`config.mk`:
```
export PLATFORM = sky130hd
export DESIGN_NAME = pc_stack_unit_flat
export DESIGN_NICKNAME = d
export VERILOG_FILES = /design/src/rtl/pc_stack_if.sv /design/src/rtl/pc_stack_unit.sv /design/src/flat_wrapper.sv
export SDC_FILE = /design/constraint.sdc
export NUM_CORES = 1
export LEC_CHECK = 0
export CAP_MARGIN = 20
export CORE_ASPECT_RATIO = 1.1
export CORE_MARGIN = 5
export CORE_UTILIZATION = 55
export CTS_BUF_LIST = sky130_fd_sc_hd__clkbuf_4 sky130_fd_sc_hd__clkbuf_8
export DETAILED_ROUTE_END_ITERATION = 6
export PLACE_DENSITY_LB_ADDON = 0.08
export SYNTH_ARGS = -nofsm -noshare
export SYNTH_HDL_FRONTEND = slang
export SYNTH_SLANG_ARGS = --single-unit
```
`constraint.sdc`:
```
create_clock -name clk -period 3.1 [get_ports clk]
set_clock_uncertainty 0.15 [all_clocks]
set_input_delay 0.62 -clock clk [delete_from_list [all_inputs] [get_ports clk]]
set_output_delay 0.62 -clock clk [all_outputs]
set_load 0.005 [all_outputs]
```
`src/rtl/pc_stack_if.sv`:
```
// Operation bus between the CHIP-8 execute stage (master) and the PC/stack unit (slave).
// Carries the op handshake plus the architectural PC, stack pointer and fault status.
interface pc_stack_if #(
    parameter int ADDR_W = 12,
    parameter int DEPTH  = 16
);
    localparam int SP_W = $clog2(DEPTH) + 1;

    logic              op_valid;
    logic              op_ready;
    logic [2:0]        op;
    logic [ADDR_W-1:0] target;
    logic [7:0]        offset;
    logic [ADDR_W-1:0] pc;
    logic [SP_W-1:0]   sp;
    logic              fault;
    logic [1:0]        fault_code;

    modport master (
        output op_valid, op, target, offset,
        input  op_ready, pc, sp, fault, fault_code
    );

    modport slave (
        input  op_valid, op, target, offset,
        output op_ready, pc, sp, fault, fault_code
    );
endinterface

```
`src/rtl/pc_stack_unit.sv`:
```
// CHIP-8 program counter and return-address stack unit.
// Define STACK_GUARD_EN for overflow/underflow detection with a sticky fault and HALT state.
module pc_stack_unit #(
    parameter int                ADDR_W      = 12,
    parameter int                DEPTH       = 16,
    parameter logic [ADDR_W-1:0] RESET_PC    = 12'h200,
    parameter int                INSTR_BYTES = 2
) (
    input  logic       clk,
    input  logic       reset,
    pc_stack_if.slave  bus
);
    localparam int IDX_W = $clog2(DEPTH);
    localparam int SP_W  = IDX_W + 1;

    localparam logic [2:0] OP_INC      = 3'd0;
    localparam logic [2:0] OP_SKIP     = 3'd1;
    localparam logic [2:0] OP_JUMP     = 3'd2;
    localparam logic [2:0] OP_JUMP_OFS = 3'd3;
    localparam logic [2:0] OP_CALL     = 3'd4;
    localparam logic [2:0] OP_RET      = 3'd5;

    localparam logic [ADDR_W-1:0] STEP  = ADDR_W'(INSTR_BYTES);
    localparam logic [ADDR_W-1:0] STEP2 = ADDR_W'(2 * INSTR_BYTES);

`ifdef STACK_GUARD_EN
    typedef enum logic [1:0] {IDLE, CALL_WR, RET_RD, HALT} state_e;
`else
    typedef enum logic [1:0] {IDLE, CALL_WR, RET_RD} state_e;
`endif

    state_e            state, state_next;
    logic [ADDR_W-1:0] pc_q;
    logic [SP_W-1:0]   sp_q, sp_inc, sp_dec;
    logic [ADDR_W-1:0] call_target;
    logic [ADDR_W-1:0] stack_mem [DEPTH];
    logic              accept, is_call, is_ret;
    logic              overflow, underflow;

    assign accept  = bus.op_valid && (state == IDLE);
    assign is_call = accept && (bus.op == OP_CALL);
    assign is_ret  = accept && (bus.op == OP_RET);

`ifdef STACK_GUARD_EN
    logic [1:0] fault_code_q;

    assign sp_inc = sp_q + SP_W'(1);
    assign sp_dec = sp_q - SP_W'(1);
`else
    // Unguarded stack wraps modulo DEPTH; the sp MSB stays 0.
    assign sp_inc = {1'b0, sp_q[IDX_W-1:0] + IDX_W'(1)};
    assign sp_dec = {1'b0, sp_q[IDX_W-1:0] - IDX_W'(1)};
`endif

    always_comb begin
        overflow  = 1'b0;
        underflow = 1'b0;
`ifdef STACK_GUARD_EN
        overflow  = is_call && (sp_q == SP_W'(DEPTH));
        underflow = is_ret && (sp_q == '0);
`endif
    end

    always_ff @(posedge clk) begin
        if (reset) state <= IDLE;
        else       state <= state_next;
    end

    always_comb begin
        state_next = state;
        case (state)
            IDLE: begin
                if (overflow || underflow) begin
`ifdef STACK_GUARD_EN
                    state_next = HALT;
`endif
                end else if (is_call) begin
                    state_next = CALL_WR;
                end else if (is_ret) begin
                    state_next = RET_RD;
                end
            end
            CALL_WR: state_next = IDLE;
            RET_RD:  state_next = IDLE;
`ifdef STACK_GUARD_EN
            HALT:    state_next = HALT;
`endif
            default: state_next = IDLE;
        endcase
    end

    always_comb begin
        bus.op_ready = (state == IDLE);
    end

    // CALL latches its target so the second cycle does not depend on the held bus.
    always_ff @(posedge clk) begin
        if (reset) begin
            pc_q        <= RESET_PC;
            sp_q        <= '0;
            call_target <= '0;
        end else begin
            case (state)
                IDLE: begin
                    if (accept && !overflow && !underflow) begin
                        case (bus.op)
                            OP_SKIP:     pc_q <= pc_q + STEP2;
                            OP_JUMP:     pc_q <= bus.target;
                            OP_JUMP_OFS: pc_q <= bus.target + ADDR_W'(bus.offset);
                            OP_CALL:     call_target <= bus.target;
                            OP_RET:      sp_q <= sp_dec;
                            default:     pc_q <= pc_q + STEP;
                        endcase
                    end
                end
                CALL_WR: begin
                    sp_q <= sp_inc;
                    pc_q <= call_target;
                end
                RET_RD:  pc_q <= stack_mem[sp_q[IDX_W-1:0]];
                default: ;
            endcase
        end
    end

    // Stack storage is intentionally not cleared by reset.
    always_ff @(posedge clk) begin
        if (!reset && is_call && !overflow) begin
            stack_mem[sp_q[IDX_W-1:0]] <= pc_q + STEP;
        end
    end

`ifdef STACK_GUARD_EN
    always_ff @(posedge clk) begin
        if (reset)          fault_code_q <= 2'd0;
        else if (overflow)  fault_code_q <= 2'd1;
        else if (underflow) fault_code_q <= 2'd2;
    end

    assign bus.fault      = (fault_code_q != 2'd0);
    assign bus.fault_code = fault_code_q;
`else
    assign bus.fault      = 1'b0;
    assign bus.fault_code = 2'd0;
`endif

    assign bus.pc = pc_q;
    assign bus.sp = sp_q;

endmodule

```
`src/flat_wrapper.sv`:
```
// flat-port wrapper written by rule: the top's interface ports become plain ports
module pc_stack_unit_flat 
#(
    parameter int                ADDR_W      = 12,
    parameter int                DEPTH       = 16,
    parameter logic [ADDR_W-1:0] RESET_PC    = 12'h200,
    parameter int                INSTR_BYTES = 2
)
  (clk, reset, bus_op_valid, bus_op, bus_target, bus_offset, bus_op_ready, bus_pc, bus_sp, bus_fault, bus_fault_code);
  pc_stack_if #(.ADDR_W(ADDR_W), .DEPTH(DEPTH)) bus_i ();
  input  logic clk;
  input  logic reset;
  input wire logic [$bits(bus_i.op_valid)-1:0] bus_op_valid;
  input wire logic [$bits(bus_i.op)-1:0] bus_op;
  input wire logic [$bits(bus_i.target)-1:0] bus_target;
  input wire logic [$bits(bus_i.offset)-1:0] bus_offset;
  output wire logic [$bits(bus_i.op_ready)-1:0] bus_op_ready;
  output wire logic [$bits(bus_i.pc)-1:0] bus_pc;
  output wire logic [$bits(bus_i.sp)-1:0] bus_sp;
  output wire logic [$bits(bus_i.fault)-1:0] bus_fault;
  output wire logic [$bits(bus_i.fault_code)-1:0] bus_fault_code;
  assign bus_i.op_valid = bus_op_valid;
  assign bus_i.op = bus_op;
  assign bus_i.target = bus_target;
  assign bus_i.offset = bus_offset;
  assign bus_op_ready = bus_i.op_ready;
  assign bus_pc = bus_i.pc;
  assign bus_sp = bus_i.sp;
  assign bus_fault = bus_i.fault;
  assign bus_fault_code = bus_i.fault_code;
  pc_stack_unit #(.ADDR_W(ADDR_W), .DEPTH(DEPTH), .RESET_PC(RESET_PC), .INSTR_BYTES(INSTR_BYTES)) u_core (.clk(clk), .reset(reset), .bus(bus_i));
endmodule
```
## After elaboration in Yosys (flattened, before gate mapping)

Memories as Yosys holds them, arrays and structs flattened. A register that Yosys moved wholly into a read port is not among the register bits.
Cells that the tools add are included.

| word-level totals | value |
|---|---|
| bits of input ports | 26 |
| output and inout bits | 21 |
| flip-flop bits (word level) | 31 |
| bits in writable memories | 192 |
| bits in read-only memories | 0 |
| memories | 1 |
| bits in latches | 0 |

| operators by class | value |
|---|---|
| bitwise operators | 1 |
| divide/modulo/power cells | 0 |
| reductions and logical operators | 15 |
| shift-type cells | 0 |
| $lt $le $gt $ge | 0 |
| equal/unequal tests | 10 |
| multipliers | 0 |
| add/sub/neg operators | 5 |
| multiplexer cells | 12 |

Memories:

| memory | words | width | read ports | clocked after Yosys merged registers in | wr ports | line | text |
|---|---|---|---|---|---|---|---|
| u_core.stack_mem | 16 | 12 | 1 | 1 | 1 | pc_stack_unit.sv:36 | `logic [ADDR_W-1:0] stack_mem [DEPTH];` |

Operator list:

| operator | number |
|---|---|
| $pmux W12 S4 | 1 |
| $pmux W12 S3 | 1 |
| $add A12 B2 Y12 const B | 1 |
| $add A12 B3 Y12 const B | 1 |
| $add A12 B8 Y12 | 1 |
| $mux W12 | 1 |
| $mux W5 | 2 |
| $pmux W5 S2 | 1 |
| $reduce_and A3 Y1 | 3 |
| $mux W4 | 2 |
| $eq A3 B2 Y1 const B | 2 |
| $eq A3 B3 Y1 const B | 2 |
| $add A4 B1 Y4 const B | 1 |
| $logic_and A1 B1 Y1 | 4 |
| $mux W1 | 4 |
| $ne A2 B1 Y1 const B | 2 |
| $reduce_bool A2 Y1 | 2 |
| $reduce_or A2 Y1 | 2 |
| $sub A4 B1 Y4 const B | 1 |
| $eq A3 B1 Y1 const B | 1 |
| $reduce_bool A3 Y1 | 1 |
| $reduce_or A3 Y1 | 1 |
| $eq A2 B1 Y1 const B | 1 |
| $eq A2 B2 Y1 const B | 1 |
| 4 further kinds | 4 |

## Depth between registers and ports, before layout

| depth | value |
|---|---|
| word-level depth | 6 |
| gate-level depth with buffers | 11 |

## Worst setup path after synthesis

No wires, ideal clock.

| timing | value |
|---|---|
| path kind | input to register |
| start point | input bus_op[2] |
| end point | memory u_core.stack_mem[1][0], enable pin |
| stages | 5 |
| buffers on the path | 0 |
| path slack | 0.297 ns |
| data arrival time | 2.257 ns |
| data required time | 2.554 ns |
| path through | nor2b_1 -> nand4_1 -> nor3_1 -> nand2_1 -> nor3_1 |

| on the way | value |
|---|---|
| word-level cells in the longest chain between the ends | 5 |

Ends and longest elaborated chain:

| item | line | text |
|---|---|---|
| start: declaration | flat_wrapper.sv:14 | `input wire logic [$bits(bus_i.op)-1:0] bus_op;` |
| $eq A3 B3 Y1 | pc_stack_unit.sv:41 | `assign is_call = accept && (bus.op == OP_CALL);` |
| $logic_and A1 B1 Y1 | pc_stack_unit.sv:41 |  |
| $logic_and A1 B1 Y1 | pc_stack_unit.sv:128 | `if (!reset && is_call && !overflow) begin` |
| $mux W1 | pc_stack_unit.sv:128 |  |
| $mux W1 (implied by the code) | pc_stack_unit.sv:129 | `stack_mem[sp_q[IDX_W-1:0]] <= pc_q + STEP;` |
| end: declaration | pc_stack_unit.sv:36 |  |

No other way between the ends.

## Worst setup path in the final report

| timing | value |
|---|---|
| start point | input bus_target[0] |
| end point | register u_core.pc_q[8] (netlist: u_core.bus.pc[8]) |

| on the way | value |
|---|---|
| word-level cells in the longest chain between the ends | 4 |

Ends and longest elaborated chain:

| item | line | text |
|---|---|---|
| start: declaration | flat_wrapper.sv:15 | `input wire logic [$bits(bus_i.target)-1:0] bus_target;` |
| $add A12 B8 Y12 | pc_stack_unit.sv:109 | `OP_JUMP_OFS: pc_q <= bus.target + ADDR_W'(bus.offset);` |
| $pmux W12 S4 | pc_stack_unit.sv:106 | `case (bus.op)` |
| $mux W12 | pc_stack_unit.sv:105 | `if (accept && !overflow && !underflow) begin` |
| $pmux W12 S3 | pc_stack_unit.sv:103 | `case (state)` |
| end signal: assignment | pc_stack_unit.sv:107 | `OP_SKIP: pc_q <= pc_q + STEP2;` |
| end signal: assignment | pc_stack_unit.sv:108 | `OP_JUMP: pc_q <= bus.target;` |
| end signal: assignment | pc_stack_unit.sv:109 |  |
| end: declaration | pc_stack_unit.sv:33 | `logic [ADDR_W-1:0] pc_q;` |

No other way between the ends. The select of a mux whose other input is x is not followed.
A chain may end at the register's enable or synchronous reset.

==> flow_metrics.py <==
metrics = {
    "place": {
        "post-place-ws_ns": -0.1039,
        "place.port_buffers": 42,
        "routabilityCongestion": 0.9136,
        "dp_hpwl_um": 16890,
    },
    "sta": {
        "finalWorstSetupSlack_ns": 0.3615,
        "grt_setup_unrepaired": "no",
        "max_slew_margin": 0.5074,
        "max_freq_mhz": 365.2,
        "finalHoldViolCount": 0,
        "period_needed_ns": 2.739,
        "worst_pin_slew_ns": 0.7354,
        "slew_viol_final": 0,
        "fin_crit_sh": 0.8834,
        "setup_viol": 0,
    },
    "die": {
        "dieWidth_um": 138.5,
        "die_area_um2": 20970,
        "initial_utilization": 0.5615,
        "core_area_um2": 17800,
        "rows": 51,
        "die_y_um": 151.4,
        "ioPinCount": 47,
    },
    "global_routing": {
        "overflow": 0,
        "grtUsageMet1": 0.3072,
        "grt.busiest_layer": "met2",
        "grt_max_degree": 31,
        "use_met2": 0.3997,
        "antenna_found_initial": 0,
        "use_met3": 0.05494,
        "gr-usage-all-layers": 0.2387,
        "grt_pass1_vias": 6538,
        "grt_pass1_wl_um": 37990,
    },
    "clocking": {
        "cts_resized": 0,
        "clk_path_buf_depth": 3,
        "cts.sinks": 226,
        "cts_setup_buffers": 0,
        "htreeDepth": 2,
        "cts_tree": "done",
        "clk_latency_ns": 0.54,
        "cts_root_buffer": "clkbuf_8",
        "cts_buffers": 37,
        "hold_buffers": 0,
        "path_clk_slew_ns": 0.06,
    },
    "critical_path": {
        "worstSetupPathType": "in -> reg",
        "worstPathArrival_ns": 3.01,
        "path_max_fanout": 2,
        "endpoint_kind": "flip-flop",
        "cp.required_ns": 3.37,
        "r2r_slack_ns": 0.51,
        "critPathLaunchType": "input port",
    },
    "pwr": {
        "vdd_drop_max_mv": 0.3710,
        "p_total_mw": 6.777,
        "p_leak_nw": 3.993,
        "cellPowerDensity_nw_per_um2": 572.3,
    },
    "min_path": {
        "hold_path_class": "reg -> reg",
    },
    "routing": {
        "via_per_inst": 6.084,
        "routed_wl_um": 24420,
        "wl_per_cell_um": 23.51,
        "drt-initial-drc-count": 488,
        "drc": 0,
        "vias": 6321,
        "drt_pre_antenna_iters": 5,
        "ant_nets": 0,
    },
    "logic_synthesis": {
        "async_reset_ff_frac": 0,
        "ys_types": 56,
        "syn_avg_cell_area_um2": 15.05,
        "synthFlopType": "edfxtp_1",
        "synth_edf_count": 192,
        "yosysSeqAreaShare": 0.6449,
        "ys_seq_elements": 226,
        "syn_inst": 664,
        "yosys_warnings": 0,
        "syn-cell-area_um2": 9996,
    },
    "cells_and_area": {
        "n_antenna_cell": 0,
        "nFillCells": 1259,
        "area_growth_pct": 18.46,
        "finalNetCount": 817,
        "drive_gt1_frac": 0.2222,
    },
    "outcome": {
        "status": "completed",
    },
    "job": {
        "drv_cap": 0,
    },
}
-- synthesized netlist by cell type (all sizes together), types with 4 or more instances --
cell type	instances	area, µm²
mux4	49	1134
a21oi	43	215.2
nand3	6	30.03
edfxtp	192	5766
nor2	44	165.2
ha	15	187.7
a211oi	7	52.55
nor2b	7	43.79
o22ai	4	25.02
nand2	53	198.9
nor3	12	60.06
a221oi	5	43.79
inv	11	41.29
o21ai	17	85.08
nand2b	8	50.05
a31oi	4	25.02
o221ai	8	70.07
and3	7	43.79
mux2i	23	230.2
clkbuf	19	71.32
dfxtp	34	680.7
o21a	4	30.03
buf	22	141.4
or2	4	25.02
xor2	7	61.31
xnor2	17	148.9
-- final timing paths --
kind | startpoint | to | cells past startpoint
setup / recovery | bus_target[0] | u_core.bus.pc[8] | 10
hold / removal | u_core.call_target[4] | u_core.call_target[4] | 2
setup reg to reg | flip-flop | u_core.bus.pc[8] | 6
hold reg to reg | u_core.call_target[4] | u_core.call_target[4] | 2
-- per-stage QoR --
stage                     setup TNS, ns  instances  utilization  hold WS [ns]  cell area [µm²]
after detailed placement        -0.3040        971       0.6206        0.3035            11050
after CTS                             0       1037       0.6639        0.3114            11820
after global routing                  0       1039       0.6651        0.3442            11840
after global placement          -0.2678        971       0.6206        0.2987            11050
after floorplan                       0        667            -        0.2832            10010
final                                 0       1039       0.6651        0.3154            11840
-- report_power, final --
group	switching [mW]	internal, mW
Clock	1.13	1.57
Sequential	0.0569	3.37
Combinational	0.365	0.289
-- logic make-up (layout without fill, tap and decap cells) --
group | count (synthesis) | count (layout) | share of synthesized area
flip-flops | 226 | 226 | 0.6449
AND/OR/NAND/NOR | 153 | 153 | 0.06997
AO/OA/AOI/OAI | 118 | 118 | 0.07798
multiplexers | 73 | 73 | 0.1376
buffers and inverters | 52 | 186 | 0.02541
XOR/XNOR | 24 | 24 | 0.02103
adder cells (fa/ha/maj) | 17 | 17 | 0.02278
other | 1 | 4 | 0.0003752
-- cell usage in the layout (no fill, tap or decap), drive strengths merged, types with 5 or more instances in the layout --
cell type | Yosys | layout
a21oi | 43 | 43
inv | 11 | 11
nor2 | 44 | 44
xor2 | 7 | 7
clkbuf | 19 | 52
edfxtp | 192 | 192
o221ai | 8 | 8
and3 | 7 | 7
nand2b | 8 | 8
clkinv | 0 | 10
xnor2 | 17 | 17
o21ai | 17 | 17
mux2i | 23 | 23
buf | 22 | 67
mux4 | 49 | 49
nor3 | 12 | 12
a221oi | 5 | 5
dfxtp | 34 | 34
nand3 | 6 | 6
nor2b | 7 | 7
a211oi | 7 | 7
clkdlybuf4s50 | 0 | 42
nand2 | 53 | 53
ha | 15 | 15
-- sequential cells by signal (all words and copies together) (netlist names), named ones only --
name                cells
u_core.stack_mem      192
u_core.bus.pc          12
u_core.state            2
u_core.bus.sp           4
u_core.call_target     12
-- metal layers --
metal | wire [µm] | vias up
met5 | 0 | -
met4 | 796 | 0
met3 | 1676 | 68
met2 | 11930 | 249
met1 | 10020 | 3177
li1 | - | 2827
-- cell type report --
class / count / area (µm²) / area share
clock buffer: 52 / 634.4 / 0.05357
tap: 238 / 297.8 / 0.02515
clock inverter: 14 / 136.4 / 0.01152
timing repair buffer: 109 / 948.4 / 0.08009
multi-input combinational: 389 / 3334 / 0.2816
inverter: 11 / 41.29 / 0.003487
sequential: 226 / 6449 / 0.5446
-- worst max-delay path: stages --
cell             delay (ns)
clkdlybuf4s50_1        0.44
ha_1                   0.23
fa_1                   0.39
a21o_1                 0.23
a221oi_1               0.25
buf_4                  0.16
a21oi_1                0.11
xnor2_1                0.15
o211a_1                0.22
nor4_1                 0.20
No activity file was read; power rests on OpenSTA's default activity.
